<file path="config.mk">
export PLATFORM = sky130hd
export DESIGN_NAME = fetch
export DESIGN_NICKNAME = d
export VERILOG_FILES = /design/src/rtl/fetch.sv
export SDC_FILE = /design/constraint.sdc
export NUM_CORES = 1
export LEC_CHECK = 0
export BUFFER_PORTS_ARGS = -buffer_cell sky130_fd_sc_hd__buf_2
export CORE_MARGIN = 5
export CORE_UTILIZATION = 40
export CTS_CLUSTER_DIAMETER = 50
export DETAILED_ROUTE_END_ITERATION = 6
export GPL_TIMING_DRIVEN = 0
export HOLD_SLACK_MARGIN = 0.15
export PLACE_DENSITY = 0.7
export SYNTH_ARGS = -nofsm -noshare
export SYNTH_HDL_FRONTEND = slang
export SYNTH_SLANG_ARGS = --single-unit
</file>
<file path="constraint.sdc">
create_clock -name clk -period 12.85 [get_ports clk]
set_clock_uncertainty 0.2 [all_clocks]
set_input_delay 0.6425 -clock clk [delete_from_list [all_inputs] [get_ports clk]]
set_output_delay 0.6425 -clock clk [all_outputs]
set_load 0.1 [all_outputs]
</file>
<file path="src/rtl/fetch.sv">
// RV32 instruction fetch stage: owns the PC, issues one outstanding word read to
// instruction memory, and feeds decode through output registers plus a one-entry skid buffer.
module fetch #(
  parameter logic [31:0] RESET_ADDR = 32'h0000_0000
) (
  input  logic        clk,
  input  logic        reset,
  input  logic        bubble,
  input  logic        kill,
  input  logic        jump,
  input  logic [31:0] target,
  output logic        imem_req,
  output logic [31:0] imem_addr,
  input  logic        imem_gnt,
  input  logic        imem_rvalid,
  input  logic [31:0] imem_rdata,
  output logic [31:0] ir,
  output logic [31:0] pc,
  output logic        ir_valid
);

  localparam logic [31:0] NOP = 32'h0000_0013;

  logic [31:0] r_fpc;
  logic        r_out;
  logic [31:0] r_opc;
  logic        r_drop;
  logic        r_bv;
  logic [31:0] r_bpc;
  logic [31:0] r_bir;
  logic [31:0] r_ir;
  logic [31:0] r_pc;
  logic        r_irValid;

  logic        w_hold;
  logic        w_grant;
  logic        w_resp;
  logic        w_live;
  logic [31:0] w_target;

  assign w_hold   = r_irValid & bubble & ~jump & ~kill;
  // A new request may issue in the same cycle the previous one returns, unless decode is holding.
  assign imem_req = ~reset & ~jump & ~r_bv & (~r_out | (imem_rvalid & ~w_hold));
  assign w_grant  = imem_req & imem_gnt;
  assign w_resp   = imem_rvalid & r_out;
  assign w_live   = w_resp & ~r_drop;
  assign w_target = target & 32'hFFFF_FFFC;

  assign imem_addr = r_fpc;
  assign ir        = r_ir;
  assign pc        = r_pc;
  assign ir_valid  = r_irValid;

  always_ff @(posedge clk or posedge reset) begin
    if (reset) begin
      r_fpc     <= RESET_ADDR;
      r_out     <= 1'b0;
      r_opc     <= 32'h0;
      r_drop    <= 1'b0;
      r_bv      <= 1'b0;
      r_bpc     <= 32'h0;
      r_bir     <= 32'h0;
      r_ir      <= NOP;
      r_pc      <= RESET_ADDR;
      r_irValid <= 1'b0;
    end else begin
      if (w_grant) begin
        r_opc <= r_fpc;
        r_fpc <= r_fpc + 32'd4;
        r_out <= 1'b1;
      end else if (w_resp) begin
        r_out <= 1'b0;
      end

      if (w_resp && r_drop) begin
        r_drop <= 1'b0;
      end

      // Squashing marks an in-flight response stale; one arriving right now is simply not loaded.
      if (jump) begin
        r_fpc     <= w_target;
        r_irValid <= 1'b0;
        r_bv      <= 1'b0;
        r_drop    <= r_out & ~imem_rvalid;
      end else if (kill) begin
        r_irValid <= 1'b0;
        r_bv      <= 1'b0;
        r_drop    <= r_out & ~imem_rvalid;
      end else if (w_hold) begin
        if (w_live) begin
          r_bir <= imem_rdata;
          r_bpc <= r_opc;
          r_bv  <= 1'b1;
        end
      end else if (r_bv) begin
        r_ir      <= r_bir;
        r_pc      <= r_bpc;
        r_irValid <= 1'b1;
        r_bv      <= 1'b0;
      end else if (w_live) begin
        r_ir      <= imem_rdata;
        r_pc      <= r_opc;
        r_irValid <= 1'b1;
      end else begin
        r_irValid <= 1'b0;
      end
    end
  end

endmodule

</file>
==> flow_metrics.tcl, run 1 <==
set metrics [dict create \
    ctsHoldBuffers 0 \
    drc_errors 0 \
    multiInputGateArea_um2 3470 \
    grt_pass1_wl_um 34900 \
    dr.first_iter.drc_count 389 \
    placed_cells 1169 \
    n_fill_cell 1932 \
    ant_nets 0 \
    irDropWorstVdd_mv 0.0786 \
    initial_utilization 0.403 \
    htree_levels 4 \
    status "completed" \
    cp-start-kind "input port" \
    worst_hold_slack_ns 0.204 \
    dpl.hpwl_um 15600 \
    netlist_instances 728 \
    cts.clk_slew.worst_paths_ns 0.07 \
    clock-root-buffer "clkbuf_16" \
    dr.pass1.iters 7 \
    overflow 0 \
    min_period_ns 3.86 \
    totalWireLength_um 21700 \
    rows 53 \
    grt_max_degree 106 \
    crit_path_max_fanout 10 \
    synth_area_per_cell_um2 11.6 \
    num_vias 6484 \
    nets 985 \
    slew_headroom 0.416 \
    clk_path_buf_depth 2 \
    cts_buffers 17 \
    synth-warning-count 0 \
    top_usage_layer "met2" \
    ys_seq_area_frac 0.559 \
    cp_data_arrival_time_ns 3.02 \
    r2r_start "r_out" \
    cts_tree "done" \
    wl_per_cell_um 18.1 \
    grt_setup_unrepaired "false" \
    max_slew.worst_pin.slew_ns 0.872 \
    r2r_slack_ns 9.93 \
    post_cts_buffers 0 \
    place.gp.congestion 0.893 \
    grtUsageMet1 0.249 \
    io_pins 169 \
    hold_path.class "in -> async" \
    required_ns 12.01 \
    hold_violations 0 \
    grt_use_total 0.183 \
    yosys.cell_types.count 53 \
    power_density_nw_per_um2 204 \
    met2_usage 0.292 \
    placed_area_um2 9630 \
    maxCapViolCount 0 \
    portBuffers 161 \
    slew_violations 0 \
    reg2reg_depth 7 \
    final_common_cell "dfrtp_1" \
    async_flop_share 1.00 \
    grt_pass1_vias 6391 \
    clock_latency_ns 0.43 \
    instances_no_fill 1200 \
    post-place-ws_ns 9.03 \
    die_width_um 155 \
    leakage_nw 4.64 \
    fp.dieH_um 155 \
    layout_common_cells "dfrtp_1 (185), buf_2 (174), mux2_2 (92)" \
    synth-edff-count 0 \
    setup_violations 0 \
    core_area_um2 20900 \
    synth_seq_cells 188 \
    critPathCaptureType "output port" \
    timing.final.ws_setup_ns 8.99 \
    antenna_found_initial 0 \
    synthFlopType "dfrtp_1" \
    r2r_end "pc[20]" \
    antenna_cells 0 \
    period_share 0.300 \
    cts_num_sinks 188 \
    fmax_ghz 0.259 \
    area_growth_pct 21.1 \
    cts_resized 0 \
    viasPerCell 5.40 \
    use_met3 0.0350 \
    seqCellArea_um2 4710 \
    fp.dieArea_um2 24100 \
    fin_tns_setup_ns 0 \
    path_class "in -> out" \
    drive_gt1_frac 0.338 \
    syn_area_um2 8430 \
    stdcell_area_um2 10200 \
]
## metrics by stage
stage	utilization	total power (W)
2_1_floorplan	-	0.00142
3_5_place_dp	0.461	0.00157
3_3_place_gp	0.459	0.00156
4_1_cts	0.489	0.00210
5_1_grt	0.489	0.00216
6_report	0.489	0.00208
## worst max-delay path, stage by stage
cell	delay [ns]
clkbuf_1	0.37
clkbuf_1	0.48
clkbuf_1	0.52
clkbuf_1	0.47
nor4_1	0.18
buf_2	0.34
## worst max-delay path by stage
stage / from / end / depth (start not counted)
after floorplan: reset / imem_addr[10] / 1
after global placement: reset / r_bir[15] / 2
after detailed placement: jump / imem_req / 6
after CTS: jump / imem_req / 6
after global routing: jump / imem_req / 6
final: jump / imem_req / 6
## state kept, by name (all words and copies together) (netlist names)
name / count
r_bv: 1
imem_addr: 30
ir: 32
r_out: 1
r_drop: 1
r_bir: 32
r_opc: 30
r_bpc: 30
ir_valid: 1
pc: 30
## metal layers
metal | vias up | wire length (µm)
li1 | 3020 | -
met1 | 3207 | 9480
met2 | 224 | 10400
met3 | 33 | 1310
met4 | 0 | 458
met5 | - | 0
## synthesized netlist by cell type, types with 3 or more instances
| cell type | count | share of area |
|---|---|---|
| a21oi_1 | 8 | 0.0048 |
| a22o_1 | 4 | 0.0042 |
| a31oi_1 | 20 | 0.015 |
| and4_1 | 3 | 0.0031 |
| buf_2 | 12 | 0.0071 |
| buf_4 | 4 | 0.0036 |
| clkbuf_1 | 31 | 0.014 |
| dfrtp_1 | 185 | 0.55 |
| dfstp_2 | 3 | 0.0094 |
| inv_1 | 7 | 0.0031 |
| mux2_2 | 92 | 0.12 |
| mux2i_1 | 64 | 0.076 |
| nand2_1 | 80 | 0.036 |
| nand3_1 | 15 | 0.0089 |
| nand4_1 | 11 | 0.0082 |
| nor2_1 | 23 | 0.010 |
| nor2b_1 | 5 | 0.0037 |
| nor3_1 | 6 | 0.0036 |
| nor4_1 | 4 | 0.0030 |
| o211ai_1 | 6 | 0.0053 |
| o21ai_0 | 77 | 0.046 |
| o31ai_1 | 12 | 0.011 |
| or3_1 | 6 | 0.0045 |
| or4_1 | 13 | 0.012 |
## report_power, final
part	internal, W	leakage, nW	switching (W)
combinational	0.000125	1.98	0.000669
sequential	0.000692	2.38	0.0000695
clock	0.000275	0.279	0.000248
## cells by family after synthesis
family | share of synthesized area
other cells | 0.000445
buf+inv | 0.0303
compound gates | 0.0977
flops | 0.559
mux | 0.199
simple gates | 0.110
fa+ha+maj | 0.00148
xor+xnor | 0.00208
## layout make-up
class / instances / area share
well taps: 275 / 0.0337
clock buffers: 17 / 0.0417
clock inverters: 14 / 0.0148
inverters: 8 / 0.00368
multi-input cells: 485 / 0.340
flip-flops and latches: 188 / 0.461
plain buffers: 50 / 0.0221
repair buffers: 163 / 0.0821
No activity file was read; power rests on OpenSTA's default activity.
==> run 2, diff against run 1 <==
==> constraint.sdc (replaced) <==
create_clock -name clk -period 4 [get_ports clk]
set_clock_uncertainty 0.2 [all_clocks]
set_input_delay 0.2 -clock clk [delete_from_list [all_inputs] [get_ports clk]]
set_output_delay 0.2 -clock clk [all_outputs]
set_load 0.1 [all_outputs]
==> flow_metrics.tcl, run 2 (synthesis gave the netlist of run 1 again) <==
set metrics [dict create \
    status "completed" \
    clock-root-buffer "clkbuf_16" \
    cp_slowest_stage_delay_ns 0.72 \
    ant_nets 0 \
    required_ns 4.16 \
    min_period_ns 2.93 \
    clock_latency_ns 0.44 \
    p_int_w 0.00351 \
    nets 1056 \
    wl_per_cell_um 17.8 \
    portBuffers 161 \
    slew_violations 0 \
    drive_gt1_frac 0.319 \
    cts_buffers 17 \
    slew_headroom 0.400 \
    drc_errors 0 \
    dr.first_iter.drc_count 406 \
    critPathCaptureType "flop" \
    io_pins 169 \
    power_w 0.00673 \
    fp.dieH_um 155 \
    area_growth_pct 30.1 \
    hold_violations 0 \
    clock_power_share 0.247 \
    clk_path_buf_depth 2 \
    rows 53 \
    leakage_nw 4.95 \
    place.gp.congestion 0.840 \
    core_area_um2 20900 \
    hold_path.class "in -> reg" \
    setup_violations 0 \
    viasPerCell 5.36 \
    worstPathCellList "clkbuf_1 -> and3b_1 -> o211ai_1 -> clkbuf_1 -> clkbuf_1 -> nand2_1 -> o21ai_0" \
    instances_no_fill 1272 \
    n_fill_cell 1874 \
    grt_pass1_wl_um 36600 \
    placed_cells 1172 \
    htree_levels 4 \
    cp_data_arrival_time_ns 3.08 \
    max_slew.worst_pin.slew_ns 0.896 \
    overflow 0 \
    irDropWorstVdd_mv 0.269 \
    grt_setup_unrepaired "false" \
    dpl.hpwl_um 16000 \
    crit_path_max_fanout 10 \
    cts_resized 0 \
    power.switching_w 0.00322 \
    num_vias 6821 \
    worst_hold_slack_ns 0.213 \
    grt_pass1_vias 6835 \
    cts_tree "done" \
    totalWireLength_um 22700 \
    fmax_ghz 0.342 \
    utilization 0.525 \
    cpMostUsedCell "clkbuf_1" \
    initial_utilization 0.403 \
    cp-start-kind "flop" \
    cts_num_sinks 188 \
    maxCapViolCount 0 \
    grt_use_total 0.191 \
    dr.pass1.iters 5 \
    combinationalPowerShare 0.389 \
    path_class "reg -> reg" \
    die_width_um 155 \
    fp.dieArea_um2 24100 \
    period_share 0.732 \
    ctsHoldBuffers 68 \
    final_common_cell "dfrtp_1" \
    switching_share 0.478 \
    cts.clk_slew.worst_paths_ns 0.08 \
    grt_max_degree 42 \
    antenna_found_initial 0 \
    power_density_nw_per_um2 614 \
    layout_common_cells "dfrtp_1 (185), buf_2 (173), mux2_2 (92)" \
    cpMaxStageDelayCell "o211ai_1" \
    seq_power_share 0.365 \
    post_cts_buffers 0 \
    antenna_cells 0 \
]
==> run 2: metrics by stage <==
stage          area (µm²)  setup TNS [ns]  worst slack, ns
2_1_floorplan        8450               0            0.645
3_3_place_gp         9600          -14.38          -0.0875
3_5_place_dp         9700               0            0.953
4_1_cts             11000               0            0.956
5_1_grt             11000               0            0.766
6_report            11000               0             1.07
==> run 2: worst paths after layout <==
kind,startpoint,to,slack (ns),cells past startpoint
setup reg to reg,r_out,pc[19],1.07,7
hold / removal,jump,imem_addr[25],0.21,4
setup / recovery,r_out,pc[19],1.07,7
max in group asynchronous,reset,ir[1],2.44,5
hold reg to reg,pc[7],pc[7],0.27,2
min in group asynchronous,reset,r_bv,0.25,3
==> run 2: metal layers <==
layer  part of all wire  routed length [µm]  vias to the layer above  track usage
li1                   -                   -                     3151            -
met4              0.029                 662                        0       0.0770
met1               0.42                9490                     3384        0.250
met3              0.076                1730                       46       0.0503
met5                  0                   0                        -            0
met2               0.48               10800                      240        0.304
==> run 2: power groups by stage <==
| stage | registers (W) | clock network (W) | logic, W |
|---|---|---|---|
| floorplan | 0.00415 | 0 | 0.000427 |
| global placement | 0.00248 | 0 | 0.00254 |
| detailed placement | 0.00249 | 0 | 0.00258 |
| CTS | 0.00245 | 0.00169 | 0.00263 |
| global route | 0.00251 | 0.00177 | 0.00273 |
| finish | 0.00245 | 0.00166 | 0.00262 |
==> run 2: final cells by class <==
cell class	instances	area (µm²)	area share
flip-flops and latches	188	4710	0.429
inverters	8	33.8	0.00308
clock buffers	18	429	0.0391
repair buffers	234	1590	0.145
multi-input cells	485	3490	0.318
clock inverters	14	151	0.0138
plain buffers	50	225	0.0205
well taps	275	344	0.0314
==> run 2: worst max-delay path: cells and delay by family, from the launching register on <==
family                 cells  cell delay (ns)
and+or+nand+nor            2             0.36
AOI/OAI and AO/OA          2             0.82
buffers and inverters      3             1.11
DFF                        1             0.36
==> run 3, diff against run 2 <==
--- a/config.mk
+++ b/config.mk
@@ -12,7 +12,7 @@
 export DETAILED_ROUTE_END_ITERATION = 6
 export GPL_TIMING_DRIVEN = 0
 export HOLD_SLACK_MARGIN = 0.15
-export PLACE_DENSITY = 0.7
+export PLACE_DENSITY = 0.72
 export SYNTH_ARGS = -nofsm -noshare
 export SYNTH_HDL_FRONTEND = slang
 export SYNTH_SLANG_ARGS = --single-unit
==> constraint.sdc (replaced) <==
create_clock -name clk -period 2.4 [get_ports clk]
set_clock_uncertainty 0.2 [all_clocks]
set_input_delay 0.12 -clock clk [delete_from_list [all_inputs] [get_ports clk]]
set_output_delay 0.12 -clock clk [all_outputs]
set_load 0.1 [all_outputs]
==> flow_metrics.tcl, run 3 (synthesis gave the netlist of run 1 again) <==
set metrics [dict create \
    status "completed" \
    overflow 0 \
    cp-start-kind "flop" \
    power_density_nw_per_um2 1000 \
    hold_violations 0 \
    layout_common_cells "buf_2 (173), dfrtp_1 (160), mux2_2 (92)" \
    grt_pass1_vias 6964 \
    required_ns 2.50 \
    clk_path_buf_depth 2 \
    totalWireLength_um 22600 \
    r2r_end "imem_addr[4]" \
    path_class "reg -> reg" \
    fmax_ghz 0.434 \
    htree_levels 4 \
    min_period_ns 2.30 \
    cts.clk_slew.worst_paths_ns 0.08 \
    fin_tns_setup_ns 0 \
    crit_family "compound AO/OA/AOI/OAI gates" \
    hold_path.class "in -> reg" \
    core_area_um2 20900 \
    slew_violations 0 \
    cts_tree "done" \
    rows 53 \
    worstHoldStart "jump" \
    irDropWorstVdd_mv 0.485 \
    fp.dieH_um 155 \
    worstPathCellList "or3b_2 -> a2111oi_2 -> xnor2_1 -> o21ai_0" \
    slew_headroom 0.494 \
    crit_path_max_fanout 4 \
    cts_num_sinks 188 \
    area_growth_pct 32.7 \
    period_share 0.960 \
    critPathCaptureType "flop" \
    place.gp.congestion 0.844 \
    crit_end "imem_addr[4]" \
    r2r_slack_ns 0.1 \
    final_common_cell "buf_2" \
    cp.depth 4 \
    nets 1062 \
    dpl.hpwl_um 16100 \
    dr.first_iter.drc_count 395 \
    p_int_w 0.00588 \
    leakage_nw 5.02 \
    num_vias 6821 \
    cp_slowest_stage_delay_ns 0.70 \
    clock_latency_ns 0.43 \
    grt_setup_unrepaired "false" \
    wl_per_cell_um 17.7 \
    antenna_cells 0 \
    ant_nets 0 \
    power.switching_w 0.00535 \
    setup.worst_path.start "r_bv" \
    viasPerCell 5.34 \
    cts_buffers 17 \
    portBuffers 161 \
    dr.pass1.iters 5 \
    fp.dieArea_um2 24100 \
    r2r_start "r_bv" \
    drive_gt1_frac 0.369 \
    clock_power_share 0.244 \
    power_w 0.0112 \
    grt_use_total 0.190 \
    max_slew.worst_pin.slew_ns 0.759 \
    grt_pass1_wl_um 36400 \
    initial_utilization 0.403 \
    switching_share 0.477 \
    cp_num_buf_inv 0 \
    combinationalPowerShare 0.391 \
    grt_max_degree 43 \
    clock-root-buffer "clkbuf_16" \
    die_width_um 155 \
    maxCapViolCount 0 \
    antenna_found_initial 0 \
    setup_violations 0 \
    reg2reg_depth 4 \
    cpMaxStageDelayCell "a2111oi_2" \
    io_pins 169 \
    drc_errors 0 \
    seq_power_share 0.365 \
    cp_data_arrival_time_ns 2.40 \
]
-- run 3: stage by stage --
step / hold slack [ns] / utilization / instances / area (µm²) / setup slack, ns
after detailed placement: 0.00869 / 0.469 / 1173 / 9800 / -0.713
final: 0.226 / 0.535 / 1278 / 11200 / 0.0957
after global routing: 0.245 / 0.535 / 1278 / 11200 / 0.00833
after CTS: 0.155 / 0.533 / 1278 / 11100 / 0.00494
after global placement: 0.134 / 0.464 / 1167 / 9700 / -1.89
after floorplan: 0.0107 / - / 731 / 8550 / -0.543
-- run 3: area by class of cell --
class                   instances  area [µm²]
flip-flops and latches        188        4740
clock inverters                14         145
multi-input cells             485        3570
repair buffers                242        1660
plain buffers                  48         254
clock buffers                  18         429
fillers                      1794        9710
inverters                       8        33.8
well taps                     275         344
-- run 3: worst min path at each step --
| stage | end | slack [ns] | cells past startpoint |
|---|---|---|---|
| after CTS | imem_addr[26] | 0.16 | 4 |
| after global placement | imem_addr[3] | 0.13 | 3 |
| after global routing | imem_addr[26] | 0.24 | 4 |
| after floorplan | r_drop | 0.01 | 1 |
| after detailed placement | r_out | 0.009 | 2 |
| final | imem_addr[26] | 0.23 | 4 |
-- run 3: power groups by stage --
stage	combinational (W)	clock, W	sequential, W
finish	0.00439	0.00274	0.00409
global route	0.00460	0.00292	0.00418
CTS	0.00442	0.00280	0.00410
detailed placement	0.00432	0	0.00416
global placement	0.00426	0	0.00413
floorplan	0.000718	0	0.00692
-- run 3: tightest hold or removal path: stages --
cell and delay, ns:
clkbuf_1 0.26, nor2b_1 0.28, a21oi_1 0.10, nand3_1 0.07
-- run 3: what timing repair did --
| action | CTS | global route |
|---|---|---|
| setup buffers | 1 | 2 |
| resized for setup | 14 | 15 |
| pin swaps | 1 | 1 |
| setup endpoints to repair | 162 | 148 |
| endpoints found under the hold margin | 243 | 0 |
| hold buffers | 72 | 0 |
-- run 3: layer usage --
| metal | share of wire | track usage | up-vias |
|---|---|---|---|
| li1 | - | - | 3169 |
| met1 | 0.43 | 0.246 | 3362 |
| met2 | 0.48 | 0.308 | 227 |
| met3 | 0.060 | 0.0395 | 63 |
| met4 | 0.035 | 0.0870 | 0 |
| met5 | 0 | 0 | - |
